### config.mk
export PLATFORM = sky130hd
export DESIGN_NAME = alu_pipe_flat
export DESIGN_NICKNAME = d
export VERILOG_FILES = /design/src/rtl/core_pkg.sv /design/src/rtl/alu_pipe_if.sv /design/src/rtl/alu_core.sv /design/src/rtl/alu_pipe.sv /design/src/flat_wrapper.sv
export SDC_FILE = /design/constraint.sdc
export NUM_CORES = 2
export LEC_CHECK = 0
export BUFFER_PORTS_ARGS = -buffer_cell sky130_fd_sc_hd__buf_4
export CORE_MARGIN = 5
export CORE_UTILIZATION = 40
export CTS_CLUSTER_DIAMETER = 60
export DETAILED_ROUTE_END_ITERATION = 10
export SYNTH_ARGS = -nofsm -noshare
export SYNTH_HDL_FRONTEND = slang
export SYNTH_HIERARCHICAL = 1
export SYNTH_SLANG_ARGS = --single-unit
### constraint.sdc
create_clock -name CLK -period 6.8 [get_ports CLK]
set_clock_uncertainty 0.15 [all_clocks]
set_input_delay 0.68 -clock CLK [delete_from_list [all_inputs] [get_ports CLK]]
set_output_delay 0.68 -clock CLK [all_outputs]
set_load 0.02 [all_outputs]
### src/rtl/core_pkg.sv
`default_nettype none
// ============================================================================
//  Module      : core_pkg
//  Description : Shared integer-ALU encodings (funct3 selects, funct7 alt bit)
//  Revision    : 1.0 - initial release
// ============================================================================
package core_pkg;

    localparam logic [2:0] F3_ADD  = 3'b000;
    localparam logic [2:0] F3_SLL  = 3'b001;
    localparam logic [2:0] F3_SLT  = 3'b010;
    localparam logic [2:0] F3_SLTU = 3'b011;
    localparam logic [2:0] F3_XOR  = 3'b100;
    localparam logic [2:0] F3_SR   = 3'b101;
    localparam logic [2:0] F3_OR   = 3'b110;
    localparam logic [2:0] F3_AND  = 3'b111;

    localparam logic [6:0] FUNCT7_ALT = 7'b0100000;

    // Bit of funct7 that selects SUB / SRA.
    localparam int ALT_BIT = 5;

endpackage : core_pkg
`default_nettype wire

### src/rtl/alu_pipe_if.sv
`default_nettype none
// ============================================================================
//  Module      : alu_pipe_if
//  Description : Issue-side request / writeback-side response bundle for the
//                pipelined ALU. master = issuer + consumer, slave = ALU.
//  Revision    : 1.0 - initial release
// ============================================================================
interface alu_pipe_if #(
    parameter int XLEN  = 64,
    parameter int TAG_W = 5
);
    logic             flush;
    logic             in_valid;
    logic             in_ready;
    logic             imm;
    logic             word;
    logic [2:0]       funct3;
    logic [6:0]       funct7;
    logic [XLEN-1:0]  op1;
    logic [XLEN-1:0]  op2;
    logic [TAG_W-1:0] tag_in;
    logic             out_valid;
    logic             out_ready;
    logic [XLEN-1:0]  res;
    logic [TAG_W-1:0] tag_out;
    logic             illegal;

    modport master (
        output flush, in_valid, imm, word, funct3, funct7, op1, op2, tag_in,
               out_ready,
        input  in_ready, out_valid, res, tag_out, illegal
    );

    modport slave (
        input  flush, in_valid, imm, word, funct3, funct7, op1, op2, tag_in,
               out_ready,
        output in_ready, out_valid, res, tag_out, illegal
    );
endinterface : alu_pipe_if
`default_nettype wire

### src/rtl/alu_core.sv
`default_nettype none
// ============================================================================
//  Module      : alu_core
//  Description : Purely combinational RV32I/RV64I integer ALU covering
//                OP / OP-IMM / OP-32 / OP-IMM-32. Word mode only exists when
//                XLEN = 64; there it yields a sign-extended 32-bit result.
//  Revision    : 1.0 - initial release
// ============================================================================
module alu_core
    import core_pkg::*;
#(
    parameter int XLEN = 64
) (
    input  logic            imm,
    input  logic            word,
    input  logic [2:0]      funct3,
    input  logic [6:0]      funct7,
    input  logic [XLEN-1:0] op1,
    input  logic [XLEN-1:0] op2,
    output logic [XLEN-1:0] res,
    output logic            illegal
);

    logic                   w_alt;
    logic                   w_sub;
    logic [5:0]             w_shamt;
    logic signed [XLEN-1:0] w_sra;
    logic [XLEN-1:0]        w_srl;
    logic [XLEN-1:0]        w_full;
    logic                   w_word_sel;
    logic                   w_word_ill;
    logic [XLEN-1:0]        w_word_res;
    logic [5:0]             w_unused_f7;

    assign w_alt       = funct7[ALT_BIT];
    assign w_unused_f7 = {funct7[6], funct7[4:0]};
    // An immediate form never subtracts: ADDI has no funct7 field.
    assign w_sub       = !imm && w_alt;
    // Upper shift-amount bits are ignored; RV32 shifts by at most 31.
    assign w_shamt     = (XLEN == 64) ? op2[5:0] : {1'b0, op2[4:0]};
    // Kept in its own signed net so the arithmetic shift is not demoted to
    // a logical one by an unsigned operand in a surrounding ternary.
    assign w_sra       = $signed(op1) >>> w_shamt;
    assign w_srl       = op1 >> w_shamt;

    // Full-width operation select.
    always_comb begin
        w_full = '0;
        case (funct3)
            F3_ADD:  w_full = w_sub ? (op1 - op2) : (op1 + op2);
            F3_SLL:  w_full = op1 << w_shamt;
            F3_SLT:  w_full = {{(XLEN-1){1'b0}}, ($signed(op1) < $signed(op2))};
            F3_SLTU: w_full = {{(XLEN-1){1'b0}}, (op1 < op2)};
            F3_XOR:  w_full = op1 ^ op2;
            F3_SR:   w_full = w_alt ? w_sra : w_srl;
            F3_OR:   w_full = op1 | op2;
            F3_AND:  w_full = op1 & op2;
            default: w_full = '0;
        endcase
    end

    generate
        if (XLEN == 64) begin : g_word
            logic [31:0]        w_a;
            logic [31:0]        w_b;
            logic [4:0]         w_sh5;
            logic signed [31:0] w_sraw;
            logic [31:0]        w_lo;
            logic               w_ill;

            assign w_a    = op1[31:0];
            assign w_b    = op2[31:0];
            assign w_sh5  = op2[4:0];
            assign w_sraw = $signed(w_a) >>> w_sh5;

            // 32-bit operation select; only ADD/SUB, SLL, SRL/SRA exist as word ops.
            always_comb begin
                w_lo  = '0;
                w_ill = 1'b0;
                case (funct3)
                    F3_ADD:  w_lo = w_sub ? (w_a - w_b) : (w_a + w_b);
                    F3_SLL:  w_lo = w_a << w_sh5;
                    F3_SR:   w_lo = w_alt ? w_sraw : (w_a >> w_sh5);
                    default: w_ill = 1'b1;
                endcase
            end

            assign w_word_sel = word;
            assign w_word_ill = w_ill;
            assign w_word_res = {{32{w_lo[31]}}, w_lo};
        end else begin : g_noword
            logic w_unused_word;

            assign w_unused_word = word;
            assign w_word_sel    = 1'b0;
            assign w_word_ill    = 1'b0;
            assign w_word_res    = '0;
        end
    endgenerate

    // Final result mux: illegal word ops produce zero.
    always_comb begin
        res     = w_full;
        illegal = 1'b0;
        if (w_word_sel) begin
            illegal = w_word_ill;
            res     = w_word_ill ? '0 : w_word_res;
        end
    end

endmodule : alu_core
`default_nettype wire

### src/rtl/alu_pipe.sv
`default_nettype none
// ============================================================================
//  Module      : alu_pipe
//  Description : Two-stage valid/ready wrapper around alu_core. S1 registers
//                the request, S2 registers the result. Full throughput,
//                backpressure-aware, flushable.
//  Revision    : 1.0 - initial release
// ============================================================================
module alu_pipe
    import core_pkg::*;
#(
    parameter int XLEN  = 64,
    parameter int TAG_W = 5
) (
    input  logic      CLK,
    input  logic      RST,
    alu_pipe_if.slave bus
);

    // S1: request register
    logic             r_v1;
    logic             r_imm;
    logic             r_word;
    logic [2:0]       r_funct3;
    logic [6:0]       r_funct7;
    logic [XLEN-1:0]  r_op1;
    logic [XLEN-1:0]  r_op2;
    logic [TAG_W-1:0] r_tag1;

    // S2: result register
    logic             r_v2;
    logic [XLEN-1:0]  r_res;
    logic [TAG_W-1:0] r_tag2;
    logic             r_illegal;

    logic             w_s2_ready;
    logic             w_s1_ready;
    logic             w_accept;
    logic             w_advance;
    logic [XLEN-1:0]  w_res;
    logic             w_illegal;

    // Ready depends only on registered state and out_ready, never in_valid.
    assign w_s2_ready = !r_v2 || bus.out_ready;
    assign w_s1_ready = !r_v1 || w_s2_ready;
    assign w_accept   = bus.in_valid && w_s1_ready;
    assign w_advance  = r_v1 && w_s2_ready;

    assign bus.in_ready  = w_s1_ready;
    assign bus.out_valid = r_v2;
    assign bus.res       = r_res;
    assign bus.tag_out   = r_tag2;
    assign bus.illegal   = r_illegal;

    alu_core #(
        .XLEN (XLEN)
    ) u_core (
        .imm     (r_imm),
        .word    (r_word),
        .funct3  (r_funct3),
        .funct7  (r_funct7),
        .op1     (r_op1),
        .op2     (r_op2),
        .res     (w_res),
        .illegal (w_illegal)
    );

    // Stage valid bits; flush wins over everything except reset.
    always_ff @(posedge CLK or posedge RST) begin
        if (RST) begin
            r_v1 <= 1'b0;
            r_v2 <= 1'b0;
        end else if (bus.flush) begin
            r_v1 <= 1'b0;
            r_v2 <= 1'b0;
        end else begin
            if (w_s2_ready) begin
                r_v2 <= r_v1;
            end
            if (w_s1_ready) begin
                r_v1 <= bus.in_valid;
            end
        end
    end

    // S1 payload capture on every accepted request.
    always_ff @(posedge CLK or posedge RST) begin
        if (RST) begin
            r_imm    <= 1'b0;
            r_word   <= 1'b0;
            r_funct3 <= '0;
            r_funct7 <= '0;
            r_op1    <= '0;
            r_op2    <= '0;
            r_tag1   <= '0;
        end else if (w_accept) begin
            r_imm    <= bus.imm;
            r_word   <= bus.word;
            r_funct3 <= bus.funct3;
            r_funct7 <= bus.funct7;
            r_op1    <= bus.op1;
            r_op2    <= bus.op2;
            r_tag1   <= bus.tag_in;
        end
    end

    // S2 payload: only moves when S1 holds an op and S2 can take it, so a
    // stalled result stays stable.
    always_ff @(posedge CLK or posedge RST) begin
        if (RST) begin
            r_res     <= '0;
            r_tag2    <= '0;
            r_illegal <= 1'b0;
        end else if (w_advance) begin
            r_res     <= w_res;
            r_tag2    <= r_tag1;
            r_illegal <= w_illegal;
        end
    end

endmodule : alu_pipe
`default_nettype wire

### src/flat_wrapper.sv
// flat-port wrapper written by rule: the top's interface ports become plain ports
module alu_pipe_flat import core_pkg::*;
#(
    parameter int XLEN  = 64,
    parameter int TAG_W = 5
)
  (CLK, RST, bus_flush, bus_in_valid, bus_imm, bus_word, bus_funct3, bus_funct7, bus_op1, bus_op2, bus_tag_in, bus_out_ready, bus_in_ready, bus_out_valid, bus_res, bus_tag_out, bus_illegal);
  alu_pipe_if #(.XLEN(XLEN), .TAG_W(TAG_W)) bus_i ();
  input  logic CLK;
  input  logic RST;
  input wire logic [$bits(bus_i.flush)-1:0] bus_flush;
  input wire logic [$bits(bus_i.in_valid)-1:0] bus_in_valid;
  input wire logic [$bits(bus_i.imm)-1:0] bus_imm;
  input wire logic [$bits(bus_i.word)-1:0] bus_word;
  input wire logic [$bits(bus_i.funct3)-1:0] bus_funct3;
  input wire logic [$bits(bus_i.funct7)-1:0] bus_funct7;
  input wire logic [$bits(bus_i.op1)-1:0] bus_op1;
  input wire logic [$bits(bus_i.op2)-1:0] bus_op2;
  input wire logic [$bits(bus_i.tag_in)-1:0] bus_tag_in;
  input wire logic [$bits(bus_i.out_ready)-1:0] bus_out_ready;
  output wire logic [$bits(bus_i.in_ready)-1:0] bus_in_ready;
  output wire logic [$bits(bus_i.out_valid)-1:0] bus_out_valid;
  output wire logic [$bits(bus_i.res)-1:0] bus_res;
  output wire logic [$bits(bus_i.tag_out)-1:0] bus_tag_out;
  output wire logic [$bits(bus_i.illegal)-1:0] bus_illegal;
  assign bus_i.flush = bus_flush;
  assign bus_i.in_valid = bus_in_valid;
  assign bus_i.imm = bus_imm;
  assign bus_i.word = bus_word;
  assign bus_i.funct3 = bus_funct3;
  assign bus_i.funct7 = bus_funct7;
  assign bus_i.op1 = bus_op1;
  assign bus_i.op2 = bus_op2;
  assign bus_i.tag_in = bus_tag_in;
  assign bus_i.out_ready = bus_out_ready;
  assign bus_in_ready = bus_i.in_ready;
  assign bus_out_valid = bus_i.out_valid;
  assign bus_res = bus_i.res;
  assign bus_tag_out = bus_i.tag_out;
  assign bus_illegal = bus_i.illegal;
  alu_pipe #(.XLEN(XLEN), .TAG_W(TAG_W)) u_core (.CLK(CLK), .RST(RST), .bus(bus_i));
endmodule
==> load_flow_metrics.sql <==
INSERT INTO impl_metrics (metric_group, metric, value, unit) VALUES
('run_status', 'run_status', 'finished with violations', ''),
('run_status', 'violations_in_the_final_reports', 'negative hold slack, max-capacitance violations, max-slew violations', ''),
('cells_and_area', 'fillers', '7959', ''),
('die', 'num_io_pins', '222', ''),
('cells_and_area', 'layout.cells.most_common', 'sky130_fd_sc_hd__nor2_1', ''),
('worst_setup_path', 'critPathKind', 'register to register', ''),
('global_routing', 'grt_remaining_overflow', '0', ''),
('worst_setup_path', 'worstPathBufferInverterCount', '3', ''),
('pwr', 'switching_share_of_power', '51.7', '%'),
('pwr', 'total_switching_power', '4.92', 'mW'),
('yosys', 'ys.warnings.count', '6', ''),
('worst_hold_path', 'min_path_type', 'input pin to async pin', ''),
('global_routing', 'first_global_vias', '31600', ''),
('sta', 'setup_repair_after_global_routing_missed_its_margin', 'no', ''),
('cells_and_area', 'final_cell_mix', '472 x sky130_fd_sc_hd__nor2_1, 457 x sky130_fd_sc_hd__a21oi_1, 395 x sky130_fd_sc_hd__nand2_1', ''),
('worst_setup_path', 'startpoint_kind_of_the_worst_setup_timing_path', 'register', ''),
('place', 'port_buffers', '215', ''),
('job', 'cap_viol_max_count', '1', ''),
('clock_network', 'cts-buffers-inserted', '31', ''),
('global_routing', 'first_pass_grt_wire_length', '222', 'mm'),
('sta', 'achievable-frequency', '0.165', 'GHz'),
('yosys', 'syn-num-nets', '4523', ''),
('pwr', 'power.internal', '4.60', 'mW'),
('pwr', 'worst_ir_drop_vdd', '0.202', 'mV'),
('die', 'rows', '101', ''),
('clock_network', 'cts.sinks', '211', ''),
('route', 'detailedRoute.firstPassIterationCount', '8', ''),
('clock_network', 'ctsHtreeMaxLevel', '1', ''),
('worst_setup_path', 'worstPathCellList', 'inv_2, nand2_1, buf_4, nor2_1, nand3_1, o41ai_1, xnor2_1, ha_1, a21oi_1, nand2_1, a221oi_1, o31ai_2, a31o_1, o311ai_2, o221ai_1, a21oi_2, xnor2_1, a22oi_2, buf_12, o21ai_1, or3_1, mux2_2', ''),
('global_routing', 'grt_start_max_net_pins', '147', ''),
('sta', 'drv_slew', '3', ''),
('cells_and_area', 'layout.cell_area.non_filler', '34200', 'µm²'),
('pwr', 'share_seq_of_total_power', '18.6', '%'),
('clock_network', 'clk_path_buf_depth', '3', ''),
('yosys', 'postSynthCellCount', '4146', ''),
('clock_network', 'cts_repair_resize_count', '0', ''),
('sta', 'final_critical_path_setup_slack', '0.727', 'ns'),
('route', 'route.vias.total', '34300', ''),
('route', 'wl', '155', 'mm'),
('sta', 'setup_viol_count_final', '0', ''),
('cells_and_area', 'final-seq-area', '5310', 'µm²'),
('worst_setup_path', 'worst_setup_path_end_kind', 'register', ''),
('cells_and_area', 'multiInputGateArea', '23300', 'µm²'),
('worst_setup_path', 'critPathArrivalTime', '6.42', 'ns'),
('sta', 'hold_viol', '3', ''),
('worst_setup_path', 'required_time_at_the_worst_slack_endpoint', '7.15', 'ns'),
('yosys', 'post_synth.cell_area_avg', '7.42', 'µm²'),
('place', 'post_dp_cell_area', '33100', 'µm²'),
('sta', 'hold_ws', '-0.0210', 'ns'),
('pwr', 'power_frac_clock', '18.3', '%'),
('route', 'initialDrtViolationCount', '5520', ''),
('clock_network', 'root_buffer', 'sky130_fd_sc_hd__clkbuf_16', ''),
('worst_setup_path', 'cp_top_family', 'compound AO/OA/AOI/OAI gates', ''),
('clock_network', 'post_cts_setup_buffers', '0', ''),
('pwr', 'combPwrFrac', '63.1', '%'),
('worst_setup_path', 'r2r-end', 'u_core/bus.res[60]', ''),
('cells_and_area', 'areaGrowthSynthToFinish', '11.3', '%'),
('pwr', 'power_per_cell_area', '278', 'nW/µm²'),
('cells_and_area', 'design.final.nets', '4543', ''),
('route', 'antenna_left', '0', ''),
('route', 'drt-wirelength-per-cell', '29.8', 'µm'),
('sta', 'timing.setup.tns', '0', 'ns'),
('die', 'initial_utilization', '40.4', '%'),
('die', 'die_x', '287', 'µm'),
('die', 'fp.coreArea', '76100', 'µm²'),
('place', 'place_worst_setup_slack', '0.918', 'ns'),
('worst_setup_path', 'setup.reg_to_reg.worst_slack', '0.73', 'ns'),
('place', 'detailedPlacementHpwl', '122', 'mm'),
('clock_network', 'cts-hold-fix-buffers', '0', ''),
('pwr', 'power.static_leakage', '14.9', 'nW'),
('place', 'globalplace.congestion', '1.05', '');
[per-stage QoR]
stage | power, mW | util [%] | hold WS, ns | instances
after floorplan | 5.39 | - | 0.325 | 4146
after global placement | 7.53 | 43.5 | 0.330 | 5163
after detailed placement | 7.53 | 43.5 | 0.338 | 5163
after CTS | 9.31 | 45.0 | 0.0323 | 5220
after global routing | 9.91 | 45.0 | 0.0488 | 5220
final | 9.52 | 45.0 | -0.0210 | 5221
[worst max path at each step]
stage                     cells after the start             from            endpoint  slack [ns]
after floorplan                               1              RST  u_core/bus.illegal        0.20
after global placement                       22  u_core/r_op2[4]  u_core/bus.res[60]         1.0
after detailed placement                     22  u_core/r_op2[4]  u_core/bus.res[60]        0.92
after CTS                                    22  u_core/r_op2[4]  u_core/bus.res[60]        0.88
after global routing                         22  u_core/r_op2[3]  u_core/bus.res[60]        0.49
final                                        22  u_core/r_op2[4]  u_core/bus.res[60]        0.73
[routing by layer]
| metal | up-vias | track usage, % | wire length, µm |
|---|---|---|---|
| li1 | 15100 | - | - |
| met1 | 16700 | 51.3 | 65800 |
| met2 | 2104 | 51.5 | 63500 |
| met3 | 353 | 8.64 | 18500 |
| met4 | 12 | 13.4 | 7460 |
| met5 | - | 0 | 77 |
[flip-flops by register name (all words and copies together), names as in the netlist, 3 cells and up]
| name | flops |
|---|---|
| u_core/bus.tag_out | 5 |
| u_core/bus.res | 64 |
| u_core/r_funct3 | 3 |
| u_core/r_op2 | 64 |
| u_core/r_tag1 | 5 |
| u_core/r_op1 | 64 |
[cell type report]
cell class / instances / share of cell area (%)
Multi-Input combinational cell: 3396 / 68.2
Sequential cell: 211 / 15.5
Timing Repair Buffer: 305 / 6.84
Tap cell: 1030 / 3.77
Inverter: 221 / 2.46
Clock buffer: 38 / 2.43
Clock inverter: 19 / 0.779
Antenna cell: 1 / 0.00731
[power by group through the flow]
stage	Clock [mW]	Sequential, mW	Combinational (mW)
floorplan	0	1.80	3.58
global placement	0	1.78	5.75
detailed placement	0	1.79	5.74
CTS	1.78	1.76	5.77
global route	1.83	1.80	6.28
finish	1.74	1.77	6.01
No activity file was read; power rests on OpenSTA's default activity.
